===== src/rtl/prog_loader_pkg.sv =====
// Shared definitions for the TD4 program loader: address/data widths,
// the NOP fill value and the loader FSM state encoding.
package td4_pkg;
  localparam int TD4_ADDR_W = 4;
  localparam int TD4_DATA_W = 8;
  localparam logic [TD4_DATA_W-1:0] TD4_NOP = 8'h00;

  localparam logic [1:0] IDLE = 2'd0;
  localparam logic [1:0] LOAD = 2'd1;
  localparam logic [1:0] HOLD = 2'd2;
  localparam logic [1:0] RUN  = 2'd3;

  typedef enum logic [1:0] {
    ST_IDLE = IDLE,
    ST_LOAD = LOAD,
    ST_HOLD = HOLD,
    ST_RUN  = RUN
  } state_e;
endpackage


===== src/rtl/prog_loader_if.sv =====
// Host byte-stream write bus into the program loader (valid/ready).
interface prog_loader_if;
  import td4_pkg::*;
  logic                  wr_valid;
  logic [TD4_DATA_W-1:0] wr_data;
  logic                  wr_ready;

  modport master (output wr_valid, output wr_data, input wr_ready);
  modport slave  (input wr_valid, input wr_data, output wr_ready);
endinterface


===== src/rtl/prog_loader_ram.sv =====
// prog_ram: DEPTH x DATA_W program store. Synchronous write, asynchronous
// read, whole array cleared to NOP by the asynchronous reset (so it is built
// from flops, one register per word).
module prog_ram
  import td4_pkg::*;
#(
  parameter int DEPTH  = 16,
  parameter int DATA_W = TD4_DATA_W,
  parameter int ADDR_W = TD4_ADDR_W
) (
  input  logic              clk,
  input  logic              n_reset,
  input  logic              we,
  input  logic [ADDR_W-1:0] waddr,
  input  logic [DATA_W-1:0] wdata,
  input  logic [ADDR_W-1:0] raddr,
  output logic [DATA_W-1:0] rdata
);
  logic [DATA_W-1:0] rd_words [DEPTH];

  genvar gi;
  generate
    for (gi = 0; gi < DEPTH; gi++) begin : g_word
      logic [DATA_W-1:0] word_q;
      // One word register: cleared on reset, loaded when addressed by a write.
      always_ff @(posedge clk or negedge n_reset) begin
        if (!n_reset) begin
          word_q <= TD4_NOP;
        end else if (we && (waddr == ADDR_W'(gi))) begin
          word_q <= wdata;
        end
      end
      assign rd_words[gi] = word_q;
    end
  endgenerate

  assign rdata = rd_words[raddr];
endmodule


===== src/rtl/prog_loader.sv =====
// prog_loader: owns the TD4 program memory, streams a program in from the
// host while the CPU is held in reset, then releases the CPU and counts run
// cycles. Optional feature macro: PROG_LOADER_CHECKSUM_EN adds a checksum
// output (mod-256 sum of bytes accepted in the current load).
module prog_loader
  import td4_pkg::*;
#(
  parameter int DEPTH       = 16,
  parameter int DATA_W      = TD4_DATA_W,
  parameter int HOLD_CYCLES = 2
) (
  input  logic                  clk,
  input  logic                  n_reset,
  input  logic                  load_start,
  input  logic                  run_start,
  input  logic                  halt,
  prog_loader_if.slave          wr_bus,
  output logic                  cpu_n_reset,
  input  logic [TD4_ADDR_W-1:0] cpu_address,
  output logic [DATA_W-1:0]     cpu_instr,
`ifdef PROG_LOADER_CHECKSUM_EN
  output logic [7:0]            checksum,
`endif
  output logic                  busy,
  output logic [7:0]            run_cycles
);
  localparam int HW = (HOLD_CYCLES > 1) ? $clog2(HOLD_CYCLES) : 1;

  state_e                  state_q, state_d;
  logic [TD4_ADDR_W-1:0]   wr_ptr_q, wr_ptr_d;
  logic [HW-1:0]           hold_cnt_q, hold_cnt_d;
  logic [7:0]              run_cycles_q, run_cycles_d;
  logic                    cpu_n_reset_q, cpu_n_reset_d;
  logic                    beat;

  assign wr_bus.wr_ready = (state_q == ST_LOAD);
  assign beat            = wr_bus.wr_valid && (state_q == ST_LOAD);
  assign busy            = (state_q == ST_LOAD) || (state_q == ST_HOLD);
  assign run_cycles      = run_cycles_q;
  assign cpu_n_reset     = cpu_n_reset_q;

  prog_ram #(.DEPTH(DEPTH), .DATA_W(DATA_W), .ADDR_W(TD4_ADDR_W)) u_ram (
    .clk     (clk),
    .n_reset (n_reset),
    .we      (beat),
    .waddr   (wr_ptr_q),
    .wdata   (wr_bus.wr_data),
    .raddr   (cpu_address),
    .rdata   (cpu_instr)
  );

  // Next-state logic: sequencing, write pointer, hold and run counters.
  always_comb begin
    state_d      = state_q;
    wr_ptr_d     = wr_ptr_q;
    hold_cnt_d   = hold_cnt_q;
    run_cycles_d = run_cycles_q;
    case (state_q)
      ST_IDLE: begin
        if (load_start) begin
          state_d  = ST_LOAD;
          wr_ptr_d = '0;
        end else if (run_start) begin
          state_d      = ST_HOLD;
          hold_cnt_d   = '0;
          run_cycles_d = '0;
        end
      end
      ST_LOAD: begin
        if (beat) wr_ptr_d = wr_ptr_q + 1'b1;
        if (halt) begin
          // Abandon the load; whatever was written stays in memory.
          state_d  = ST_IDLE;
          wr_ptr_d = '0;
        end else if (beat && (wr_ptr_q == TD4_ADDR_W'(DEPTH - 1))) begin
          state_d      = ST_HOLD;
          hold_cnt_d   = '0;
          run_cycles_d = '0;
        end
      end
      ST_HOLD: begin
        if (hold_cnt_q == HW'(HOLD_CYCLES - 1)) state_d = ST_RUN;
        else                                   hold_cnt_d = hold_cnt_q + 1'b1;
      end
      ST_RUN: begin
        if (run_cycles_q != 8'hFF) run_cycles_d = run_cycles_q + 8'd1;
        if (halt) begin
          state_d = ST_IDLE;
        end else if (load_start) begin
          state_d  = ST_LOAD;
          wr_ptr_d = '0;
        end
      end
      default: state_d = ST_IDLE;
    endcase
    // Registered CPU reset release: high exactly while the FSM sits in RUN.
    cpu_n_reset_d = (state_d == ST_RUN);
  end

  // State and counter registers.
  always_ff @(posedge clk or negedge n_reset) begin
    if (!n_reset) begin
      state_q       <= ST_IDLE;
      wr_ptr_q      <= '0;
      hold_cnt_q    <= '0;
      run_cycles_q  <= '0;
      cpu_n_reset_q <= 1'b0;
    end else begin
      state_q       <= state_d;
      wr_ptr_q      <= wr_ptr_d;
      hold_cnt_q    <= hold_cnt_d;
      run_cycles_q  <= run_cycles_d;
      cpu_n_reset_q <= cpu_n_reset_d;
    end
  end

`ifdef PROG_LOADER_CHECKSUM_EN
  logic [7:0] checksum_q, checksum_d;

  // Checksum restarts on every entry into LOAD and accumulates accepted bytes.
  always_comb begin
    checksum_d = checksum_q;
    if ((state_q != ST_LOAD) && (state_d == ST_LOAD)) checksum_d = 8'h00;
    else if (beat)                                    checksum_d = checksum_q + 8'(wr_bus.wr_data);
  end

  // Checksum register.
  always_ff @(posedge clk or negedge n_reset) begin
    if (!n_reset) checksum_q <= 8'h00;
    else          checksum_q <= checksum_d;
  end

  assign checksum = checksum_q;
`endif
endmodule


===== src/flat_wrapper.sv =====
// flat-port wrapper written by rule: the top's interface ports become plain ports
module prog_loader_flat import td4_pkg::*;
#(
  parameter int DEPTH       = 16,
  parameter int DATA_W      = TD4_DATA_W,
  parameter int HOLD_CYCLES = 2
)
  (clk, n_reset, load_start, run_start, halt, cpu_n_reset, cpu_address, cpu_instr, busy, run_cycles, wr_bus_wr_valid, wr_bus_wr_data, wr_bus_wr_ready);
  prog_loader_if wr_bus_i ();
  input  logic clk;
  input  logic n_reset;
  input  logic load_start;
  input  logic run_start;
  input  logic halt;
  output logic cpu_n_reset;
  input  logic [TD4_ADDR_W-1:0] cpu_address;
  output logic [DATA_W-1:0] cpu_instr;
  output logic busy;
  output logic [7:0] run_cycles;
  input wire logic [$bits(wr_bus_i.wr_valid)-1:0] wr_bus_wr_valid;
  input wire logic [$bits(wr_bus_i.wr_data)-1:0] wr_bus_wr_data;
  output wire logic [$bits(wr_bus_i.wr_ready)-1:0] wr_bus_wr_ready;
  assign wr_bus_i.wr_valid = wr_bus_wr_valid;
  assign wr_bus_i.wr_data = wr_bus_wr_data;
  assign wr_bus_wr_ready = wr_bus_i.wr_ready;
  prog_loader #(.DEPTH(DEPTH), .DATA_W(DATA_W), .HOLD_CYCLES(HOLD_CYCLES)) u_core (.clk(clk), .n_reset(n_reset), .load_start(load_start), .run_start(run_start), .halt(halt), .wr_bus(wr_bus_i), .cpu_n_reset(cpu_n_reset), .cpu_address(cpu_address), .cpu_instr(cpu_instr), .busy(busy), .run_cycles(run_cycles));
endmodule

===== config.mk =====
export PLATFORM = sky130hd
export DESIGN_NAME = prog_loader_flat
export DESIGN_NICKNAME = d
export VERILOG_FILES = /design/src/rtl/prog_loader_pkg.sv /design/src/rtl/prog_loader_if.sv /design/src/rtl/prog_loader_ram.sv /design/src/rtl/prog_loader.sv /design/src/flat_wrapper.sv
export SDC_FILE = /design/constraint.sdc
export NUM_CORES = 1
export LEC_CHECK = 0
export ABC_AREA = 1
export CORE_UTILIZATION = 25
export DETAILED_ROUTE_END_ITERATION = 8
export MAX_ROUTING_LAYER = met4
export PLACE_DENSITY = 0.4
export SYNTH_ARGS = -nofsm -noshare
export SYNTH_HDL_FRONTEND = slang
export SYNTH_SLANG_ARGS = --single-unit

===== constraint.sdc =====
create_clock -name clk -period 2.8 [get_ports clk]
set_input_delay 0.28 -clock clk [delete_from_list [all_inputs] [get_ports clk]]
set_output_delay 0.28 -clock clk [all_outputs]
set_load 0.01 [all_outputs]

## Word-level counts from Yosys, hierarchy flattened

Cells that the tools add are included.

| storage, ports and cells | value |
|---|---|
| register bits after elaboration | 144 |
| word-level logic and storage cells | 106 |

| operators by class | value |
|---|---|
| $add $sub $neg | 3 |
| $lt $le $gt $ge | 1 |
| equality and inequality tests | 27 |
| muxes and demuxes | 28 |
| bitwise logic cells | 1 |
| reduce and logical (&&, ||, !) cells | 25 |

Operators with widths:

| kind | number |
|---|---|
| $mux W8 | 7 |
| $bmux W8 S4 | 1 |
| $eq A4 B4 Y1 const B | 8 |
| $pmux W8 S3 | 1 |
| $logic_and A1 B1 Y1 | 17 |
| $eq A4 B3 Y1 const B | 4 |
| $mux W4 | 4 |
| $mux W2 | 7 |
| $pmux W4 S3 | 1 |
| $add A8 B1 Y8 const B | 1 |
| $eq A4 B2 Y1 const B | 2 |
| $ne A2 B2 Y1 const B | 4 |
| $ne A8 B8 Y1 const B | 1 |
| $pmux W2 S4 | 1 |
| $eq A2 B2 Y1 const B | 3 |
| $reduce_and A6 Y1 | 1 |
| $reduce_bool A3 Y1 | 2 |
| $ge A5 B5 Y1 const B | 1 |
| $mux W1 | 5 |
| $not A4 Y5 | 1 |
| $reduce_and A5 Y1 | 1 |
| $add A4 B1 Y4 const B | 1 |
| $eq A4 B1 Y1 const B | 1 |
| $logic_not A4 Y1 | 1 |
| 8 further kinds | 9 |

## Depth between registers and ports, before layout

| logic depth | value |
|---|---|
| depth in word-level cells | 7 |
| depth in mapped cells | 11 |
| depth with buffers taken out | 10 |

## By module

From an unflattened synthesis, not the netlist that was laid out.

| second synthesis, totals | value |
|---|---|
| cells, all modules | 993 |
| area, all modules | 7419.6 um2 |

By module, submodules not included:

| module | times used | cells an instance | area each (um2) |
|---|---|---|---|
| prog_ram | 1 | 834 | 6262.3 |
| prog_loader | 1 | 159 | 1157.4 |

## Worst setup path before layout

No wires, ideal clock.

| path | value |
|---|---|
| kind | reg2reg |
| from | register u_core.state_q[1] |
| to | register u_core.run_cycles_q[6] (netlist: u_core.run_cycles[6]) |
| setup time | 0.117 ns |
| arrival | 1.675 ns |
| path slack | 1.008 ns |
| cell stages (with the launch flop) | 11 |
| buffers on the path | 1 |
| period minus slack after synthesis | 1.792 ns |
| path through | dfrtp_1 -> inv_1 -> ha_1 -> nand2_4 -> nor2_4 -> nand2_2 -> buf_6 -> a21oi_4 -> nand3_4 -> nand2_1 -> nand2_1 |

| between the ends | value |
|---|---|
| longest elaborated chain between the ends | 5 |
| elaborated cells on any way between the ends | 13 |
| those cells by class | eq/ne: 7; mux: 1; reduce/logical: 5 |

RTL lines:

| element | line | RTL |
|---|---|---|
| start, declared | prog_loader.sv:29 | `state_e state_q, state_d;` |
| start signal, assigned | prog_loader.sv:109 | `state_q <= state_d;` |
| $eq A2 B1 Y1 (*) | -- |  |
| net wr_bus_wr_ready | flat_wrapper.sv:22 | `output wire logic [$bits(wr_bus_i.wr_ready)-1:0] wr_bus_wr_ready;` |
| $logic_and A1 B1 Y1 | prog_loader.sv:37 | `assign beat = wr_bus.wr_valid && (state_q == ST_LOAD);` |
| $logic_and A1 B1 Y1 | prog_loader.sv:75 | `end else if (beat && (wr_ptr_q == TD4_ADDR_W'(DEPTH - 1))) begin` |
| $ne A2 B1 Y1 (no source line) | -- |  |
| $reduce_and A6 Y1 (no source line) | -- |  |
| end signal, assigned | prog_loader.sv:112 | `run_cycles_q <= run_cycles_d;` |
| end, declared | prog_loader.sv:32 | `logic [7:0] run_cycles_q, run_cycles_d;` |

Mark *: on every way through the listed nets, which the timed path passes. The rest lies on a longest branch.
A chain may end at the register's enable or synchronous reset.

## Worst setup path in the final report

| path | value |
|---|---|
| from | input cpu_address[3] |
| to | output cpu_instr[2] |

| between the ends | value |
|---|---|
| longest elaborated chain between the ends | 4 |

RTL lines:

| element | line | RTL |
|---|---|---|
| start, declared | flat_wrapper.sv:16 | `input logic [TD4_ADDR_W-1:0] cpu_address;` |
| $not A4 Y5 (not written as such) | prog_loader_ram.sv:37 | `assign rdata = rd_words[raddr];` |
| $bmux W8 S4 | prog_loader_ram.sv:37 |  |
| $mux W8 (not written as such) (2 in a row) | prog_loader_ram.sv:37 |  |
| end, declared | flat_wrapper.sv:17 | `output logic [DATA_W-1:0] cpu_instr;` |

No other way between the ends. The select of a mux whose other input is x is not followed.

==> metrics.yaml <==
synthAdderAreaFrac_pct: 1.77
cts_setup_buffers: 0
track_usage_pct: 16.3
fin_setup_tns_ns: 0
dieArea_mm2: 0.0289
die_y_um: 170
hold_viol: 0
drtPass1Iterations: 7
max_freq_ghz: 0.419
grt_pass1_wl_mm: 34.2
vias_per_cell: 4.48
total_leakage_power_nw: 3.74
coreArea_mm2: 0.0278
vias: 5786
syn_nets: 901
critical_path_class: "input pin to output pin"
wire_per_inst_um: 16.6
required_ns: 2.52
synthesis.instances: 873
synth_area_per_cell_um2: 8.09
grt_antenna_before_repair: 0
overflow: 0
io_buffers: 36
drt_iter0_drc: 417
muxShareOfSynthArea_pct: 0
synthToLayoutAreaGrowth_pct: 18.9
yosysWarnings: 0
die_w_um: 170
synth_xor_area_share_pct: 0.496
clk_latency_ns: 0.44
num_antenna_cells: 0
switchingPower_mw: 1.95
ys_types: 25
cts_tree: "yes"
arrival_ns: 2.11
hp-class: "input pin to async pin"
ant_nets: 0
layout.cells.non_filler: 1291
dp_hpwl_mm: 13.9
place.gp.congestion: 0.774
combPwrFrac_pct: 19.3
crit_fanout: 9
p_int_mw: 4.04
start_util_pct: 25.4
yosysTopAreaCellShare_pct: 51.0
ios: 37
power_frac_seq_pct: 41.9
clock_path_buffers: 2
synthTopCellsByArea: "dfrtp_1 (51%), nand2_1 (13%), o21ai_0 (12%)"
fp-row-count: 61
drive_gt1_share_pct: 6.90
cts_root_buf: "clkbuf_16"
synth_top_cell_by_area: "dfrtp_1"
wl_mm: 21.5
drv_cap: 0
synth_compound_area_share_pct: 18.2
worst_pin_slew_ns: 0.733
slew_headroom_pct: 51.1
drc: 2
clkTransAtPathRegs_ns: 0.06
status: "complete, but fails checks"
cts_sinks: 144
r2r_cells: 10
synth.ff_latch_count: 144
violations: "design-rule violations"
finalNetCount: 928
ys_seq_area_share_pct: 51.0
rsz0062_at_grt: "false"
maxSlewViolCount: 0
synth_simple_gate_area_share_pct: 19.2
cts-htree-levels: 4
synth_top_family_by_area: "simple AND/OR/NAND/NOR gates"
start_kind: "input pin"
post_cts_resized: 0
switching_share_pct: 32.5
max-vdd-ir-drop_uv: 426
grt_pass1_vias: 5620
grt_max_degree: 65
fin_skew_ns: 0.0150
clkPwrFrac_pct: 38.8
cts-buffers-inserted: 17
cp-end-kind: "output pin"
period_needed_ns: 2.39
min_period_over_period_pct: 85.3
syn_area_mm2: 0.00706
ctsHoldBuffers: 1
setup_viol: 0
p_per_area_mw_per_mm2: 713
dp.cells: 1258
==> final cells by class <==
type | count | area, um2
Clock buffer | 17 | 425
Clock inverter | 15 | 165
Fill cell | 3031 | 19400
Inverter | 99 | 372
Multi-Input combinational cell | 580 | 2800
Sequential cell | 144 | 3600
Tap cell | 378 | 473
Timing Repair Buffer | 58 | 559
==> per-stage QoR <==
step           power [mW]  setup WS (ns)  area [um2]  hold slack, ns  utilization (%)
3_5_place_dp         3.72          0.391        7790           0.307             28.1
2_1_floorplan        3.27           1.01        7060         -0.0156                -
4_1_cts              6.07          0.392        8390           0.433             30.2
5_1_grt              6.35          0.301        8390           0.444             30.2
6_report             5.99          0.413        8390           0.390             30.2
3_3_place_gp         3.72          0.352        7790           0.311             28.1
==> kinds of logic (layout without fill, tap and decap cells) <==
family / Yosys count / after routing
and+or+nand+nor: 328 / 328
AOI/OAI and AO/OA: 238 / 238
buffers and inverters: 149 / 189
DFF: 144 / 144
adders and majority gates: 10 / 10
xor gates and xnor gates: 4 / 4
==> power groups by stage <==
stage	registers (mW)	logic, mW	clock network, mW
2_1_floorplan	2.51	0.768	0
3_3_place_gp	2.55	1.18	0
3_5_place_dp	2.54	1.18	0
4_1_cts	2.51	1.18	2.38
5_1_grt	2.54	1.34	2.47
6_report	2.51	1.16	2.32
==> cells in the final DEF, fill, tap and decap left out, types with 19 or more instances in the layout <==
cell             count
nand2_1            238
o21ai_0            168
dfrtp_1            144
inv_1               98
nand3_1             55
a21oi_1             36
clkdlybuf4s50_1     33
o211ai_1            32
nor2_1              25
buf_4               19
==> registers in the layout, indices dropped and copies added, names as in the netlist <==
signal and flops:
u_core.run_cycles 8, u_core.hold_cnt_q 1, u_core.state_q 2, u_core.u_ram.g_word.word_q 128, u_core.wr_ptr_q 4, u_core.cpu_n_reset 1
==> critical path: stages <==
cell	delay [ns]
clkdlybuf4s50_1	0.65
inv_1	0.39
nand3_1	0.12
nand2_1	0.12
clkdlybuf4s50_1	0.54
==> Yosys cell counts (all sizes together) <==
| master | count |
|---|---|
| clkinv | 1 |
| ha | 10 |
| nor3 | 2 |
| inv | 98 |
| xor2 | 4 |
| nand3 | 56 |
| dfrtp | 144 |
| clkbuf | 29 |
| o211ai | 32 |
| nor2 | 27 |
| o21ai | 169 |
| a21oi | 37 |
| and2 | 1 |
| buf | 21 |
| nand4 | 2 |
| nand2 | 240 |
==> path summary, 6_finish.rpt <==
check                                                      start                                 to  slack (ns)
worst max-delay path                              cpu_address[3]                       cpu_instr[2]        0.41
worst min-delay path                                     n_reset                 u_core.cpu_n_reset        0.39
worst max register to register                 u_core.state_q[1]               u_core.run_cycles[3]        0.58
worst min register to register  u_core.u_ram.g_word[9].word_q[4]   u_core.u_ram.g_word[9].word_q[4]        0.48
max in group asynchronous                                n_reset  u_core.u_ram.g_word[14].word_q[6]        1.54
min in group clk                u_core.u_ram.g_word[9].word_q[4]   u_core.u_ram.g_word[9].word_q[4]        0.48
==> layer usage <==
metal  wire length, um  part of all wire, %  vias to the layer above  track usage [%]
met4               272                  1.3                        0             5.01
met1             11000                   51                     2760             23.1
li1                  -                    -                     2891                -
met3               645                  3.0                       16             2.16
met5                 0                    0                        -                -
met2              9530                   44                      119             23.9
No activity file was read; power rests on OpenSTA's default activity.
==> edit: new RTL, same flow settings <==
The package constant `TD4_DATA_W` goes from 8 to 9.
--- a/src/rtl/prog_loader_pkg.sv
+++ b/src/rtl/prog_loader_pkg.sv
@@ -4,3 +4,3 @@
   localparam int TD4_ADDR_W = 4;
-  localparam int TD4_DATA_W = 8;
+  localparam int TD4_DATA_W = 9;
   localparam logic [TD4_DATA_W-1:0] TD4_NOP = 8'h00;
Interface: changed (resized cpu_instr and wr_bus_wr_data); port bits go from 37 to 39. No check against the original RTL was run, so the function may have changed too.
==> edit against the unedited design <==
- via count is 8.1% higher
- synthesized area is 10% higher
- wire length is 7.5% higher
- power is 8.5% higher
- cell area is 9.9% higher
- clock power is 9.5% higher
- hold slack better by 7.6 ps
- non-clock buffer count is 8 lower
- sequential cell count is 16 higher
- maximum frequency is 0.92% lower
- sequential power is 9.2% higher
- count of clock-buffer cells in the layout is 2 higher
- worst setup slack worse by 22 ps
- critical path type unchanged
- critical endpoint is now cpu_instr[5]
- largest cell class unchanged
==> edit: results (changes against the unedited design) <==
Fillers: 3,307 (was 3,031)
PortBufs: 38 (was 36)
drt initial violations: 548 (was 417)
clock-pin slew on the worst setup and hold paths: 70 ps
ys async rst share: 1.00 (unchanged)
Met2 Routed Length: 10,600 um (was 9530 um)
Inserted Diodes: 0 (unchanged)
crit path max fanout: 12 (was 9)
gr usage total: 0.159 (was 0.163)
synth unique cells: 27 (was 25)
pin count of the biggest net entering global routing: 65 (unchanged)
hold-fix buffers at CTS: 1 (unchanged)
CTS resizes: 0 (unchanged)
routed wire length: 23,100 um (was 21,500 um)
CP peak stage delay: 540 ps (was 650 ps)
synthesized net count: 989 (was 901)
CTS Buffer Depth: 2 (unchanged)
Largest register FFs: 144 (was 128)
Synth Area in Compound Gates: 0.184 (was 0.182)
Met3 Wirelength: 758 um (was 645 um)
Setup Fix Bufs, Post-CTS: 0 (unchanged)
vias per inst: 4.52 (was 4.48)
LEAKAGE: 4.13 nW (was 3.74 nW)
headroom to the max-slew limit: 0.483 (was 0.511)
Post-synth top cells: nand2_1, o21ai_0, dfrtp_1, inv_1, nand3_1 (unchanged)
global-route wire length before repair: 36,600 um (was 34,200 um)
CP arrival: 2130 ps (was 2110 ps)
WL met1: 11,600 um (was 11,000 um)
share of cells above drive strength 1: 0.0719 (was 0.0690)
Max IR drop VDD: 447 uV (was 426 uV)
outcome: completed (was complete, but fails checks)
Synth Area in XOR/XNOR: 0.00338 (was 0.00496)
pre-CTS WS: 381 ps (was 391 ps)
GPL Wtd Cong: 0.740 (was 0.774)
Nets: 1,004 (was 928)
Pre-antenna DRT Iters: 5 (was 7)
DR top layer: met4 (unchanged)
Synth area leaders: dfrtp_1, nand2_1, o21ai_0 (unchanged)
Post-DP HPWL: 15,100 um (was 13,900 um)
sequential cell area fraction in the yosys report: 0.515 (was 0.510)
Slew Limit Fails: 0 (unchanged)
area share of fa/ha/maj cells after synthesis: 0.0161 (was 0.0177)
clock skew: 7.15 ps (was 15.0 ps)
vias in the first global route: 6,206 (was 5,620)
[edit: cells by family after synthesis]
logic type | Yosys count
and+or+nand+nor | 356
adders and majority gates | 10
DFF | 160
AOI/OAI and AO/OA | 266
xor gates and xnor gates | 3
buffers and inverters | 165
[edit: final timing paths]
| kind | startpoint | end | slack [ps] | cells after the start |
|---|---|---|---|---|
| min | n_reset | u_core.u_ram.g_word[1].word_q[3]$_DFFE_PN0P_ | 400 | 2 |
| min in group clk | u_core.hold_cnt_q$_DFFE_PN0P_ | u_core.hold_cnt_q$_DFFE_PN0P_ | 480 | 2 |
| max in group asynchronous | n_reset | u_core.u_ram.g_word[6].word_q[8]$_DFFE_PN0P_ | 1680 | 3 |
| max reg2reg | u_core.state_q[1]$_DFF_PN0_ | u_core.run_cycles[6]$_DFFE_PN0P_ | 530 | 9 |
| max | cpu_address[2] | cpu_instr[5] | 390 | 7 |
| min reg2reg | u_core.hold_cnt_q$_DFFE_PN0P_ | u_core.hold_cnt_q$_DFFE_PN0P_ | 480 | 2 |
[edit: final cells by class]
cell class	instances	area [um^2]	area share
Sequential cell	160	4000	0.434
Multi-Input combinational cell	635	3120	0.338
Timing Repair Buffer	50	554	0.0601
Tap cell	396	495	0.0537
Clock buffer	19	453	0.0491
Inverter	111	417	0.0452
Clock inverter	13	185	0.0201
[edit: power breakdown]
group          switching [mW]  internal (mW)
combinational           0.780          0.436
sequential              0.156           2.58
clock                    1.00           1.54
[edit: metrics by stage]
stage	util	hold WS, ps	cells	area (um^2)
finish	0.302	397	1384	9230
global route	0.302	443	1384	9230
CTS	0.302	418	1384	9230
detailed placement	0.280	273	1351	8580
global placement	0.280	274	1351	8580
floorplan	-	-15.6	960	7770
[edit: worst max-delay path: cells and delay by family]
kind | cells | cell delay, ps
buf+inv | 4 | 1560
simple gates | 3 | 290
[edit: layer usage]
metal  vias to the layer above  GRT usage
li1                       3149          -
met1                      3010      0.219
met2                        88      0.243
met3                         8     0.0290
met4                         0     0.0307
met5                         -          -
